$ cat config.mk
export PLATFORM = sky130hd
export DESIGN_NAME = zeroriscy_ex_issue_ctrl
export DESIGN_NICKNAME = d
export VERILOG_FILES = /design/src/rtl/zeroriscy_ex_issue_ctrl_pkg.sv /design/src/rtl/zeroriscy_ex_issue_ctrl.sv
export SDC_FILE = /design/constraint.sdc
export NUM_CORES = 1
export LEC_CHECK = 0
export BUFFER_PORTS_ARGS = -buffer_cell sky130_fd_sc_hd__buf_2
export CAP_MARGIN = 30
export CELL_PAD_IN_SITES_DETAIL_PLACEMENT = 2
export CELL_PAD_IN_SITES_GLOBAL_PLACEMENT = 2
export CORE_MARGIN = 2
export CORE_UTILIZATION = 27
export DETAILED_ROUTE_END_ITERATION = 6
export GPL_TIMING_DRIVEN = 0
export HOLD_SLACK_MARGIN = 0.03
export PLACE_DENSITY = 0.82
export RECOVER_POWER = 50
export SETUP_SLACK_MARGIN = 0.2
export SLEW_MARGIN = 0
export SYNTH_ARGS = -nofsm -noshare
export SYNTH_HDL_FRONTEND = slang
export SYNTH_SLANG_ARGS = --single-unit
$ cat constraint.sdc
create_clock -name clk -period 2.2 [get_ports clk]
set_clock_uncertainty 0.05 [all_clocks]
set_input_delay 0.22 -clock clk [delete_from_list [all_inputs] [get_ports clk]]
set_output_delay 0.22 -clock clk [all_outputs]
set_load 0.005 [all_outputs]
$ cat src/rtl/zeroriscy_ex_issue_ctrl_pkg.sv
// Shared types and helpers for the ID-side EX issue controller.
// Latency: n/a (types and pure functions only).
// Backpressure: n/a.
package zeroriscy_ex_issue_ctrl_pkg;

    typedef enum logic [2:0] {
        EX_OP_ALU  = 3'd0,
        EX_OP_MULT = 3'd1,
        EX_OP_DIV  = 3'd2,
        EX_OP_BNN  = 3'd3,
        EX_OP_LSU  = 3'd4
    } ex_op_class_e;

    typedef enum logic [1:0] {
        IDLE  = 2'd0,
        WAIT  = 2'd1,
        FLUSH = 2'd2
    } ex_issue_state_e;

    localparam logic [31:0] STALL_CNT_MAX = 32'hFFFF_FFFF;

    // Classes 5-7 never exist; MULT/DIV and BNN depend on the unit being built.
    function automatic logic op_is_legal(input logic [2:0] op,
                                         input logic       rv32m,
                                         input logic       bnn_en);
        logic legal;
        case (op)
            3'd0:    legal = 1'b1;
            3'd1:    legal = rv32m;
            3'd2:    legal = rv32m;
            3'd3:    legal = bnn_en;
            3'd4:    legal = 1'b1;
            default: legal = 1'b0;
        endcase
        return legal;
    endfunction

    // Enable vector ordered {lsu, bnn, div, mult}; ALU and unknown classes map to zero.
    function automatic logic [3:0] op_enables(input ex_op_class_e op);
        logic [3:0] en;
        case (op)
            EX_OP_MULT: en = 4'b0001;
            EX_OP_DIV:  en = 4'b0010;
            EX_OP_BNN:  en = 4'b0100;
            EX_OP_LSU:  en = 4'b1000;
            default:    en = 4'b0000;
        endcase
        return en;
    endfunction

endpackage

$ cat src/rtl/zeroriscy_ex_issue_ctrl.sv
// Issues one decoded instruction to EX and holds its unit enable until EX reports ready.
// Latency: ALU/illegal retire combinationally in the issue cycle; multi-cycle ops retire on ex_ready_i.
// Backpressure: id_ready_o stays low while waiting on EX; a watchdog drops the op after MAX_WAIT_CYCLES.
module zeroriscy_ex_issue_ctrl
    import zeroriscy_ex_issue_ctrl_pkg::*;
#(
    parameter bit          RV32M           = 1'b1,
    parameter bit          BNN_EN          = 1'b1,
    parameter int unsigned MAX_WAIT_CYCLES = 64
) (
    input  logic         clk,
    input  logic         rst_n,
    input  logic         instr_valid_i,
    input  ex_op_class_e op_class_i,
    input  logic         rf_we_i,
    input  logic [4:0]   rf_waddr_i,
    input  logic         flush_i,
    output logic         id_ready_o,
    output logic         mult_en_o,
    output logic         div_en_o,
    output logic         bnn_en_o,
    output logic         lsu_en_o,
    input  logic         ex_ready_i,
    input  logic [31:0]  regfile_wdata_ex_i,
    output logic         regfile_we_o,
    output logic [4:0]   regfile_waddr_o,
    output logic [31:0]  regfile_wdata_o,
    output logic         illegal_op_o,
    output logic         timeout_o,
    output logic [31:0]  stall_cycles_o
);

    localparam int unsigned WCW = $clog2(MAX_WAIT_CYCLES + 1);
    localparam logic [WCW-1:0] WAIT_LIMIT = WCW'(MAX_WAIT_CYCLES);

    ex_issue_state_e state_q, state_d;
    ex_op_class_e    op_q, op_d;
    logic            we_q, we_d;
    logic [4:0]      waddr_q, waddr_d;
    logic [WCW-1:0]  wait_cnt_q, wait_cnt_d;
    logic [31:0]     stall_cycles_q, stall_cycles_d;

    logic [3:0]      en;

    // Next-state and output decode for the issue FSM, watchdog and stall counter.
    always_comb begin
        state_d         = state_q;
        op_d            = op_q;
        we_d            = we_q;
        waddr_d         = waddr_q;
        wait_cnt_d      = wait_cnt_q;
        stall_cycles_d  = stall_cycles_q;
        en              = 4'b0000;
        id_ready_o      = 1'b0;
        regfile_we_o    = 1'b0;
        regfile_waddr_o = 5'd0;
        illegal_op_o    = 1'b0;
        timeout_o       = 1'b0;

        case (state_q)
            IDLE: begin
                if (flush_i) begin
                    state_d = FLUSH;
                end else if (instr_valid_i) begin
                    if (!op_is_legal(op_class_i, RV32M, BNN_EN)) begin
                        id_ready_o   = 1'b1;
                        illegal_op_o = 1'b1;
                    end else if (op_class_i == EX_OP_ALU) begin
                        id_ready_o      = 1'b1;
                        regfile_we_o    = rf_we_i;
                        regfile_waddr_o = rf_waddr_i;
                    end else begin
                        // Enable goes out in the issue cycle so single-cycle EX
                        // units can complete without ever entering WAIT.
                        en      = op_enables(op_class_i);
                        op_d    = op_class_i;
                        we_d    = rf_we_i;
                        waddr_d = rf_waddr_i;
                        if (ex_ready_i) begin
                            id_ready_o      = 1'b1;
                            regfile_we_o    = rf_we_i;
                            regfile_waddr_o = rf_waddr_i;
                        end else begin
                            state_d    = WAIT;
                            wait_cnt_d = WCW'(1);
                        end
                    end
                end
            end

            WAIT: begin
                if (stall_cycles_q != STALL_CNT_MAX) begin
                    stall_cycles_d = stall_cycles_q + 32'd1;
                end
                if (flush_i) begin
                    // Flush beats both completion and watchdog expiry.
                    state_d = FLUSH;
                end else begin
                    // Driven from latched state only, so EX sees a stable enable
                    // even if ID inputs wander while we wait.
                    en = op_enables(op_q);
                    if (ex_ready_i) begin
                        id_ready_o      = 1'b1;
                        regfile_we_o    = we_q;
                        regfile_waddr_o = waddr_q;
                        state_d         = IDLE;
                    end else if (wait_cnt_q == WAIT_LIMIT) begin
                        timeout_o  = 1'b1;
                        id_ready_o = 1'b1;
                        state_d    = FLUSH;
                    end else begin
                        wait_cnt_d = wait_cnt_q + 1'b1;
                    end
                end
            end

            FLUSH: begin
                // One dead cycle with enables low lets multdiv/bnn return to idle.
                state_d = IDLE;
            end

            default: begin
                state_d = IDLE;
            end
        endcase
    end

    assign {lsu_en_o, bnn_en_o, div_en_o, mult_en_o} = en;
    assign regfile_wdata_o = regfile_wdata_ex_i;
    assign stall_cycles_o  = stall_cycles_q;

    // State, latched instruction fields and counters.
    always_ff @(posedge clk or negedge rst_n) begin
        if (!rst_n) begin
            state_q        <= IDLE;
            op_q           <= EX_OP_ALU;
            we_q           <= 1'b0;
            waddr_q        <= 5'd0;
            wait_cnt_q     <= '0;
            stall_cycles_q <= 32'd0;
        end else begin
            state_q        <= state_d;
            op_q           <= op_d;
            we_q           <= we_d;
            waddr_q        <= waddr_d;
            wait_cnt_q     <= wait_cnt_d;
            stall_cycles_q <= stall_cycles_d;
        end
    end

endmodule

==> flow_metrics.env, run 1 <==
export IMPL_run_status="complete, no violations"
export IMPL_grt_pass1_wl_um=15000
export IMPL_drv_cap=0
export IMPL_clk_pin_slew_ns=0.11
export IMPL_wl_per_cell_um=17.2
export IMPL_rsz0062_at_grt="true"
export IMPL_crit_start="stall_cycles_o[22]$_DFFE_PN0P_"
export IMPL_cp_max_fo=5
export IMPL_synth_edf_count=0
export IMPL_die_w_um=106
export IMPL_io_buffers=87
export IMPL_slew_violations=0
export IMPL_coreArea_um2=10200
export IMPL_yosysWarnings=0
export IMPL_cp_arrival_ns=2.20
export IMPL_place_inst=512
export IMPL_dp_hpwl_um=6390
export IMPL_htreeDepth=2
export IMPL_syn_area_um2=2830
export IMPL_tightestPinTransition_ns=0.710
export IMPL_crit_chain="nand4_1, or4_4, a211oi_4, nand4_1, xnor2_1"
export IMPL_end_kind="register"
export IMPL_grt_max_degree=28
export IMPL_netlist_instances=288
export IMPL_finalHoldViolations=0
export IMPL_grt_pass1_vias=2992
export IMPL_routed_wl_um=9650
export IMPL_path_common_cell="nand4_1"
export IMPL_drive_above_1_share_pct=46.0
export IMPL_vdd_drop_max_v=0.000303
export IMPL_ys_ff_latch=50
export IMPL_n_fill_cell=1150
export IMPL_initial_core_util_pct=27.7
export IMPL_dieArea_um2=11300
export IMPL_worstSetupStartpointType="register"
export IMPL_cts_sinks=50
export IMPL_dr_total_vias=2790
export IMPL_cts_buffers=5
export IMPL_p_leak_uw=0.00192
export IMPL_synth_distinct_cells=40
export IMPL_slowest_stage="or4_4"
export IMPL_drc=0
export IMPL_ant_nets=0
export IMPL_antenna_found_initial=0
export IMPL_fin_crit_sh_pct=92.6
export IMPL_synthesis_nets=337
export IMPL_place_gp_congestion=0.827
export IMPL_postSynthAreaPerCell_um2=9.82
export IMPL_ys_flop_type="dfrtp_1"
export IMPL_clk_latency_ns=0.31
export IMPL_area_delta_synth_final_pct=43.6
export IMPL_hp_start="rf_waddr_i[2]"
export IMPL_min_period_ns=2.04
export IMPL_cts_buffer_depth=2
export IMPL_fmax_mhz=491
export IMPL_cts_tree="done"
export IMPL_multiInputGateArea_um2=1480
export IMPL_hp_class="primary input to register"
export IMPL_placement_rows=37
export IMPL_grt_usage_pct=16.3
export IMPL_drt_iter0_drc=34
export IMPL_drt_pass1_iterations=4
export IMPL_seqCellArea_um2=1260
export IMPL_final_nets=474
export IMPL_final_setup_viol_count=0
export IMPL_antenna_cells=0
export IMPL_ioPinCount=123
export IMPL_max_stage_delay_ns=0.54
export IMPL_cts_root_buf="clkbuf_8"
export IMPL_die_y_um=106
export IMPL_critPathRequiredTime_ns=2.36
export IMPL_synth_seq_area_share_pct=44.2
export IMPL_grt_overflow_total=0
export IMPL_slew_headroom_pct=52.6
export IMPL_power_density_nw_per_um2=503
export IMPL_path_class="register to register"
export IMPL_viasPerCell=4.96
export IMPL_fin_cells=562
export IMPL_synthArstFlopShare_pct=100
export IMPL_crit_reg2reg_launch="stall_cycles_o[22]$_DFFE_PN0P_"
export IMPL_fin_total_pwr_uw=2040
## metal layers
layer	vias to the layer above	share of wire [%]	wire length, um	global-route usage, %
li1	1279	-	-	-
met1	1421	38	3710	18.4
met5	-	0	0	0
met4	0	1.5	146	2.91
met2	79	56	5390	32.2
met3	11	4.1	399	2.33
## report_power, final
part	internal, uW	total [uW]	switching (uW)
Sequential	991	1060	72.3
Combinational	210	396	186
Clock	254	584	330
Total	1450	2040	588
## final cells by class
| type | instances | area share, % |
|---|---|---|
| multi-input combinational | 193 | 36.4 |
| sequential | 50 | 31.0 |
| timing repair buffer | 130 | 18.5 |
| buffer | 38 | 6.84 |
| tap | 136 | 4.19 |
| clock buffer | 6 | 2.03 |
| inverter | 7 | 0.647 |
| clock inverter | 2 | 0.308 |
## metrics by stage
step	hold WS (ns)	setup TNS, ns	setup slack, ns	area [um2]	utilization [%]
global placement	0.423	-2.19	-0.211	3440	33.6
detailed placement	0.258	-5.10	-0.365	3460	33.8
global route	0.114	0	0.0520	4060	39.7
CTS	0.108	0	0.146	3880	37.9
floorplan	-0.126	0	0.220	2830	-
finish	0.116	0	0.162	4060	39.7
## registers in the layout, summed over array words and instances, names as in the netlist
| signal | count |
|---|---|
| state_q | 2 |
| we_q | 1 |
| op_q | 3 |
| wait_cnt_q | 7 |
| waddr_q | 5 |
| stall_cycles_o | 32 |
## cells by family after synthesis
group / after synthesis / share of synthesized area (%)
AND/OR/NAND/NOR: 107 / 21.2
XOR/XNOR: 30 / 9.29
adder cells (fa/ha/maj): 3 / 1.33
buffers and inverters: 45 / 10.2
flip-flops: 50 / 44.2
AO/OA/AOI/OAI: 46 / 10.9
multiplexers: 7 / 2.79
## layout by cell type (no fill, tap or decap), types with 2 or more instances in the layout
cell      synthesis  routed
a21oi_1          11       8
a21oi_4           0       2
a22o_1            6       6
a31oi_1           7       6
a41oi_1           2       2
and2_1            3       3
and3_1            9       7
and3_4            0       2
and4_1            2       2
buf_2             0      69
buf_4            32      49
buf_6             0       3
clkbuf_1          6      21
clkbuf_2          0       2
clkbuf_4          0      22
clkbuf_8          0       6
dfrtp_1          50      42
dfrtp_2           0       8
ha_1              3       2
inv_1             7       6
mux2_2            7       7
nand2_1          20      20
nand2b_1          4       3
nand3_1          17      16
nand3b_1          3       3
nand4_1          18      18
nor2_1           12       9
nor2_4            0       3
nor3_1            4       3
nor4_4            0       2
o21ai_0          11      11
or3_1             2       2
or4_4             2       2
xnor2_1          26      26
xor2_1            4       4
## synth_stat cells, types with 2 or more instances
master    instances  share of area (%)
clkbuf_1          6               0.80
nand2b_1          4               0.88
ha_1              3                1.3
nor3_1            4               0.71
a22o_1            6                1.9
mux2_2            7                2.8
nor4_1            4               0.88
nor2_1           12                1.6
nand3_1          17                3.0
buf_4            32                8.5
nor2b_1           2               0.44
xnor2_1          26                8.0
nand3b_1          3               0.80
and3_1            9                2.0
xor2_1            4                1.2
a41oi_1           2               0.62
o41ai_1           2               0.62
inv_1             7               0.93
a31oi_1           7                1.5
or3_1             2               0.44
and4_1            2               0.62
nand4_1          18                4.0
dfrtp_1          50                 44
or4_4             2               0.80
nand2_1          20                2.7
o21ai_0          11                1.9
and2_1            3               0.66
a21oi_1          11                1.9
## critical path: cells and delay by family (launching register included)
kind            cells  cell delay, ns
simple gates        3            0.84
flops               1            0.45
compound gates      1            0.43
xor+xnor            1            0.16
## worst paths after layout
check | to | slack, ns | depth (start not counted)
hold reg to reg | stall_cycles_o[15]$_DFFE_PN0P_ | 0.47 | 1
hold / removal | waddr_q[2]$_DFFE_PN0P_ | 0.12 | 2
setup / recovery | stall_cycles_o[31]$_DFFE_PN0P_ | 0.16 | 5
min in group asynchronous | stall_cycles_o[9]$_DFFE_PN0P_ | 0.43 | 2
setup reg to reg | stall_cycles_o[31]$_DFFE_PN0P_ | 0.16 | 5
max in group asynchronous | stall_cycles_o[14]$_DFFE_PN0P_ | 0.55 | 3
## repair_timing
item,CTS,global route
pin swaps,8,15
hold buffers,1,0
setup buffers,21,20
setup endpoints to repair,52,49
gates resized for setup,34,20
endpoints found under the hold margin,26,0
Power figures use the tool's default switching activity.
==> inputs of run 2 (changes only) <==
--- a/config.mk
+++ b/config.mk
@@ -10,11 +10,11 @@
 export CELL_PAD_IN_SITES_DETAIL_PLACEMENT = 2
 export CELL_PAD_IN_SITES_GLOBAL_PLACEMENT = 2
 export CORE_MARGIN = 2
-export CORE_UTILIZATION = 27
+export CORE_UTILIZATION = 25
 export DETAILED_ROUTE_END_ITERATION = 6
 export GPL_TIMING_DRIVEN = 0
 export HOLD_SLACK_MARGIN = 0.03
-export PLACE_DENSITY = 0.82
+export PLACE_DENSITY = 0.8
 export RECOVER_POWER = 50
 export SETUP_SLACK_MARGIN = 0.2
 export SLEW_MARGIN = 0
==> constraint.sdc (replaced) <==
create_clock -name clk -period 1.85 [get_ports clk]
set_clock_uncertainty 0.05 [all_clocks]
set_input_delay 0.185 -clock clk [delete_from_list [all_inputs] [get_ports clk]]
set_output_delay 0.185 -clock clk [all_outputs]
set_load 0.005 [all_outputs]
==> run 2 against run 1 <==
Net effect: the flow now finishes with violations (negative setup slack); utilization increased by 5.5 points; hold slack got worse by 0.034 ns; count of clock-buffer cells in the layout unchanged; global-route usage rose by 2.9 points; register-to-register slack got worse by 0.36 ns; critical path type unchanged.
==> flow_metrics.env, run 2 (synthesis gave the netlist of run 1 again) <==
export IMPL_dr_total_vias=3068
export IMPL_final_setup_worst_slack_ns=-0.203
export IMPL_critPathRequiredTime_ns=1.99
export IMPL_crit_chain="nand3_2, or4_4, buf_6, buf_6, nor4_4, nand3_1, o21a_1"
export IMPL_die_w_um=110
export IMPL_area_delta_synth_final_pct=74.6
export IMPL_hp_class="primary input to register"
export IMPL_path_common_cell="buf_6"
export IMPL_final_setup_viol_count=30
export IMPL_finalHoldViolations=0
export IMPL_final_common_cell="buf_4"
export IMPL_run_status="finished, violations left"
export IMPL_drt_pass1_iterations=4
export IMPL_cts_tree="done"
export IMPL_antenna_found_initial=0
export IMPL_max_stage_delay_ns=0.60
export IMPL_drv_cap=0
export IMPL_ant_nets=0
export IMPL_die_y_um=110
export IMPL_violations="negative setup slack"
export IMPL_cp_buffers_inverters=2
export IMPL_grt_pass1_wl_um=17700
export IMPL_clk_latency_ns=0.31
export IMPL_tightestPinTransition_ns=0.748
export IMPL_mostFrequentLayoutCells="buf_4, buf_2, dfrtp_1, xnor2_1, clkbuf_1"
export IMPL_grt_overflow_total=0
export IMPL_slew_violations=0
export IMPL_p_leak_uw=0.00233
export IMPL_path_class="register to register"
export IMPL_worstSetupStartpointType="register"
export IMPL_cp_max_fo=3
export IMPL_ioPinCount=123
export IMPL_dieArea_um2=12200
export IMPL_fmax_mhz=487
export IMPL_slowest_stage="or4_4"
export IMPL_fin_total_pwr_uw=3170
export IMPL_whs_ns=0.0818
export IMPL_viasPerCell=5.00
export IMPL_end_kind="register"
export IMPL_cts_root_buf="clkbuf_16"
export IMPL_drt_iter0_drc=81
export IMPL_cts_buffers=5
export IMPL_wl_per_cell_um=22.1
export IMPL_cts_sinks=50
export IMPL_cp_arrival_ns=2.19
export IMPL_place_gp_congestion=0.770
export IMPL_grt_max_degree=27
export IMPL_largest_register_ffs=32
export IMPL_power_density_nw_per_um2=642
export IMPL_rsz0062_at_grt="true"
export IMPL_slew_headroom_pct=50.1
export IMPL_final_nets=522
export IMPL_n_fill_cell=1147
export IMPL_htreeDepth=2
export IMPL_crit_family="simple AND/OR/NAND/NOR gates"
export IMPL_placement_rows=38
export IMPL_drive_above_1_share_pct=61.6
export IMPL_min_period_ns=2.05
export IMPL_io_buffers=87
export IMPL_grt_pass1_vias=3248
export IMPL_grt_usage_pct=19.2
export IMPL_vdd_drop_max_v=0.000501
export IMPL_initial_core_util_pct=25.9
export IMPL_drc=0
export IMPL_coreArea_um2=10900
export IMPL_antenna_cells=0
export IMPL_fin_crit_sh_pct=111
export IMPL_cts_buffer_depth=2
export IMPL_clk_pin_slew_ns=0.08
export IMPL_dp_hpwl_um=6400
export IMPL_routed_wl_um=13600
run 2: cell count changes in the layout (fill, tap and decap cells not counted), moves of 7 or more:
| cell | change |
|---|---|
| buf_6 | +17 |
| nand2_2 | +7 |
| nand3_2 | +9 |
| nand2_1 | -9 |
| nand3_1 | -9 |
| buf_4 | +36 |
| clkbuf_4 | -8 |
run 2: report_power, final:
part	internal, uW	leakage, uW	switching [uW]
Clock	683	0.0000875	474
Combinational	404	0.00160	336
Sequential	1180	0.000641	95.6
Total	2270	0.00233	906
run 2: worst register-to-register path: stages (launching register included):
cell     delay (ns)
dfrtp_1        0.42
nand3_2        0.10
or4_4          0.60
buf_6          0.16
buf_6          0.12
nor4_4         0.18
nand3_1        0.15
o21a_1         0.17
run 2: final cells by class:
cell class                 count  area [um2]  share of cell area, %
buffer                        38         287                   5.80
clock buffer                   6         139                   2.81
clock inverter                 2        38.8                  0.785
inverter                       7        31.3                  0.633
multi-input combinational    193        1790                   36.3
sequential                    50        1270                   25.7
tap                          140         175                   3.55
timing repair buffer         178        1210                   24.5
run 2: final timing paths:
check                                          startpoint                        endpoint  slack (ns)  cells past startpoint
hold reg to reg                    waddr_q[3]$_DFFE_PN0P_          waddr_q[3]$_DFFE_PN0P_        0.46                      1
setup / recovery           stall_cycles_o[21]$_DFFE_PN0P_  stall_cycles_o[28]$_DFFE_PN0P_       -0.20                      7
min in group asynchronous                           rst_n  stall_cycles_o[24]$_DFFE_PN0P_        0.42                      2
setup reg to reg           stall_cycles_o[21]$_DFFE_PN0P_  stall_cycles_o[28]$_DFFE_PN0P_       -0.20                      7
max in group asynchronous                           rst_n       wait_cnt_q[2]$_DFFE_PN0P_        0.68                      3
hold / removal                              rf_waddr_i[0]          waddr_q[0]$_DFFE_PN0P_        0.08                      2
run 2: metal layers:
metal,track usage (%),part of all wire (%)
met4,4.38,1.3
met1,20.9,36
met3,4.12,5.3
met5,0,0
met2,37.5,58
run 2: through the flow:
step                      cell area [um2]  cells  util [%]  setup slack [ns]  setup TNS, ns
final                                4940    614      45.2            -0.203          -2.74
after global routing                 4940    614      45.2            -0.288          -6.03
after CTS                            4520    582      41.3           -0.0921         -0.374
after detailed placement             3510    516      32.1            -0.431         -12.21
after global placement               3490    515      31.9            -0.354          -9.99
after floorplan                      2880    288         -          -0.00818        -0.0298
run 2: repair_timing:
action | 4_1_cts | 5_1_grt
pin swaps | 36 | 41
resized for setup | 86 | 46
setup buffers | 57 | 32
hold buffers | 1 | 0
cloned | 0 | 0
endpoints found under the hold margin | 25 | 0
endpoints found under the setup margin | 61 | 53
==> inputs of run 3 (changes only) <==
--- a/config.mk
+++ b/config.mk
@@ -9,7 +9,7 @@
 export CAP_MARGIN = 30
 export CELL_PAD_IN_SITES_DETAIL_PLACEMENT = 2
 export CELL_PAD_IN_SITES_GLOBAL_PLACEMENT = 2
-export CORE_MARGIN = 2
+export CORE_MARGIN = 3
 export CORE_UTILIZATION = 25
 export DETAILED_ROUTE_END_ITERATION = 6
 export GPL_TIMING_DRIVEN = 0
@@ -21,3 +21,4 @@
 export SYNTH_ARGS = -nofsm -noshare
 export SYNTH_HDL_FRONTEND = slang
 export SYNTH_SLANG_ARGS = --single-unit
+export TNS_END_PERCENT = 20
==> run 3 against run 2 <==
Net effect: the run still ends with negative setup slack left; cell count fell by 7.3%; clock power fell by 8%; worst setup slack improved by 0.098 ns; critical endpoint is now stall_cycles_o[8]$_DFFE_PN0P_.
==> flow_metrics.env, run 3 (synthesis gave the netlist of run 1 again) <==
export IMPL_cts_buffers=5
export IMPL_p_sw_uw=760
export IMPL_finalHoldViolations=0
export IMPL_clk_pin_slew_ns=0.08
export IMPL_grt_overflow_total=0
export IMPL_p_leak_uw=0.00201
export IMPL_final_setup_viol_count=12
export IMPL_grt_max_degree=29
export IMPL_path_class="register to register"
export IMPL_vdd_drop_max_v=0.000393
export IMPL_wl_per_cell_um=18.1
export IMPL_cp_buffers_inverters=0
export IMPL_comb_power_share_pct=18.2
export IMPL_drc=0
export IMPL_power_density_nw_per_um2=673
export IMPL_run_status="finished, violations left"
export IMPL_antenna_cells=0
export IMPL_fmax_mhz=512
export IMPL_slowest_stage="or4_4"
export IMPL_path_common_cell="or4_4"
export IMPL_drive_above_1_share_pct=51.3
export IMPL_place_gp_congestion=0.758
export IMPL_cp_max_fo=5
export IMPL_viasPerCell=4.90
export IMPL_die_y_um=112
export IMPL_critPathRequiredTime_ns=2.00
export IMPL_finalSetupTns_ns=-0.586
export IMPL_drt_pass1_iterations=4
export IMPL_dp_hpwl_um=6470
export IMPL_htreeDepth=2
export IMPL_grt_pass1_vias=3093
export IMPL_worstSetupStartpointType="register"
export IMPL_max_stage_delay_ns=0.61
export IMPL_largest_register_ffs=32
export IMPL_end_kind="register"
export IMPL_power_frac_clock_pct=37.5
export IMPL_slew_violations=0
export IMPL_fin_total_pwr_uw=2860
export IMPL_regToRegSetupSlack_ns=-0.10
export IMPL_final_nets=477
export IMPL_cp_arrival_ns=2.11
export IMPL_mostFrequentLayoutCells="buf_2, buf_4, dfrtp_1, xnor2_1, clkbuf_4"
export IMPL_n_fill_cell=1205
export IMPL_cts_sinks=50
export IMPL_io_buffers=87
export IMPL_hp_class="primary input to register"
export IMPL_p_int_uw=2100
export IMPL_grt_pass1_wl_um=15900
export IMPL_grt_usage_pct=15.4
export IMPL_min_period_ns=1.95
export IMPL_drt_iter0_drc=72
export IMPL_cts_tree="done"
export IMPL_swShare_pct=26.5
export IMPL_final_setup_worst_slack_ns=-0.105
export IMPL_crit_chain="nand3_1, or4_4, or4_4, nand4_1, xnor2_1"
export IMPL_fin_crit_sh_pct=106
export IMPL_crit_family="simple AND/OR/NAND/NOR gates"
export IMPL_violations="negative setup slack"
export IMPL_ant_nets=0
export IMPL_area_delta_synth_final_pct=50.4
export IMPL_routed_wl_um=10300
export IMPL_clk_latency_ns=0.29
export IMPL_antenna_found_initial=0
export IMPL_final_common_cell="buf_2"
export IMPL_cts_root_buf="clkbuf_16"
export IMPL_cts_buffer_depth=2
export IMPL_dr_total_vias=2786
export IMPL_seq_power_share_pct=44.3
export IMPL_slew_headroom_pct=52.3
export IMPL_dieArea_um2=12600
export IMPL_ioPinCount=123
export IMPL_drv_cap=0
export IMPL_finish_utilization_pct=38.9
export IMPL_die_w_um=112
export IMPL_coreArea_um2=10900
export IMPL_initial_core_util_pct=25.9
export IMPL_tightestPinTransition_ns=0.716
export IMPL_placement_rows=38
export IMPL_rsz0062_at_grt="true"
==> run 3: worst paths after layout <==
check | start | cells after the start | to
worst min register to register | stall_cycles_o[27]$_DFFE_PN0P_ | 1 | stall_cycles_o[27]$_DFFE_PN0P_
worst max register to register | stall_cycles_o[19]$_DFFE_PN0P_ | 5 | stall_cycles_o[8]$_DFFE_PN0P_
min in group asynchronous | rst_n | 2 | stall_cycles_o[19]$_DFFE_PN0P_
worst min-delay path | rf_waddr_i[0] | 2 | waddr_q[0]$_DFFE_PN0P_
max in group asynchronous | rst_n | 3 | wait_cnt_q[5]$_DFFE_PN0P_
worst max-delay path | stall_cycles_o[19]$_DFFE_PN0P_ | 5 | stall_cycles_o[8]$_DFFE_PN0P_
==> run 3: through the flow <==
step | hold slack, ns | cells | setup slack (ns) | area [um2]
CTS | 0.0952 | 562 | -0.0578 | 4130
global placement | 0.392 | 515 | -0.436 | 3460
finish | 0.0942 | 569 | -0.105 | 4250
global route | 0.103 | 569 | -0.197 | 4250
floorplan | -0.161 | 288 | -0.00818 | 2850
detailed placement | 0.170 | 516 | -0.537 | 3480
==> run 3: area by class of cell <==
cell class,instances,area (um2),area share (%)
clock inverters,2,38.8,0.912
repair buffers,133,772,18.1
inverters,7,26.3,0.618
well taps,140,175,4.12
plain buffers,38,285,6.71
multi-input cells,193,1570,36.8
clock buffers,6,129,3.03
flip-flops and latches,50,1260,29.7
==> run 3: power by group through the flow <==
stage / registers [uW] / logic (uW) / clock network [uW]
after floorplan: 1260 / 217 / 0
after global placement: 1270 / 364 / 0
after detailed placement: 1280 / 388 / 0
after CTS: 1240 / 488 / 1090
after global routing: 1280 / 578 / 1130
final: 1270 / 520 / 1070
==> run 3: per-layer routing <==
layer / global-route usage (%) / vias up / wire [um]
met5: 0 / - / 0
met4: 2.80 / 0 / 125
met3: 3.13 / 12 / 558
met2: 29.7 / 92 / 5630
met1: 17.5 / 1394 / 3950
li1: - / 1288 / -
==> run 3: timing repair <==
item / in CTS / in global routing
buffers inserted: 37 / 7
pin swaps: 25 / 22
hold endpoints to repair: 22 / 0
hold buffers: 1 / 0
endpoints found under the setup margin: 61 / 58
resized for setup: 39 / 25
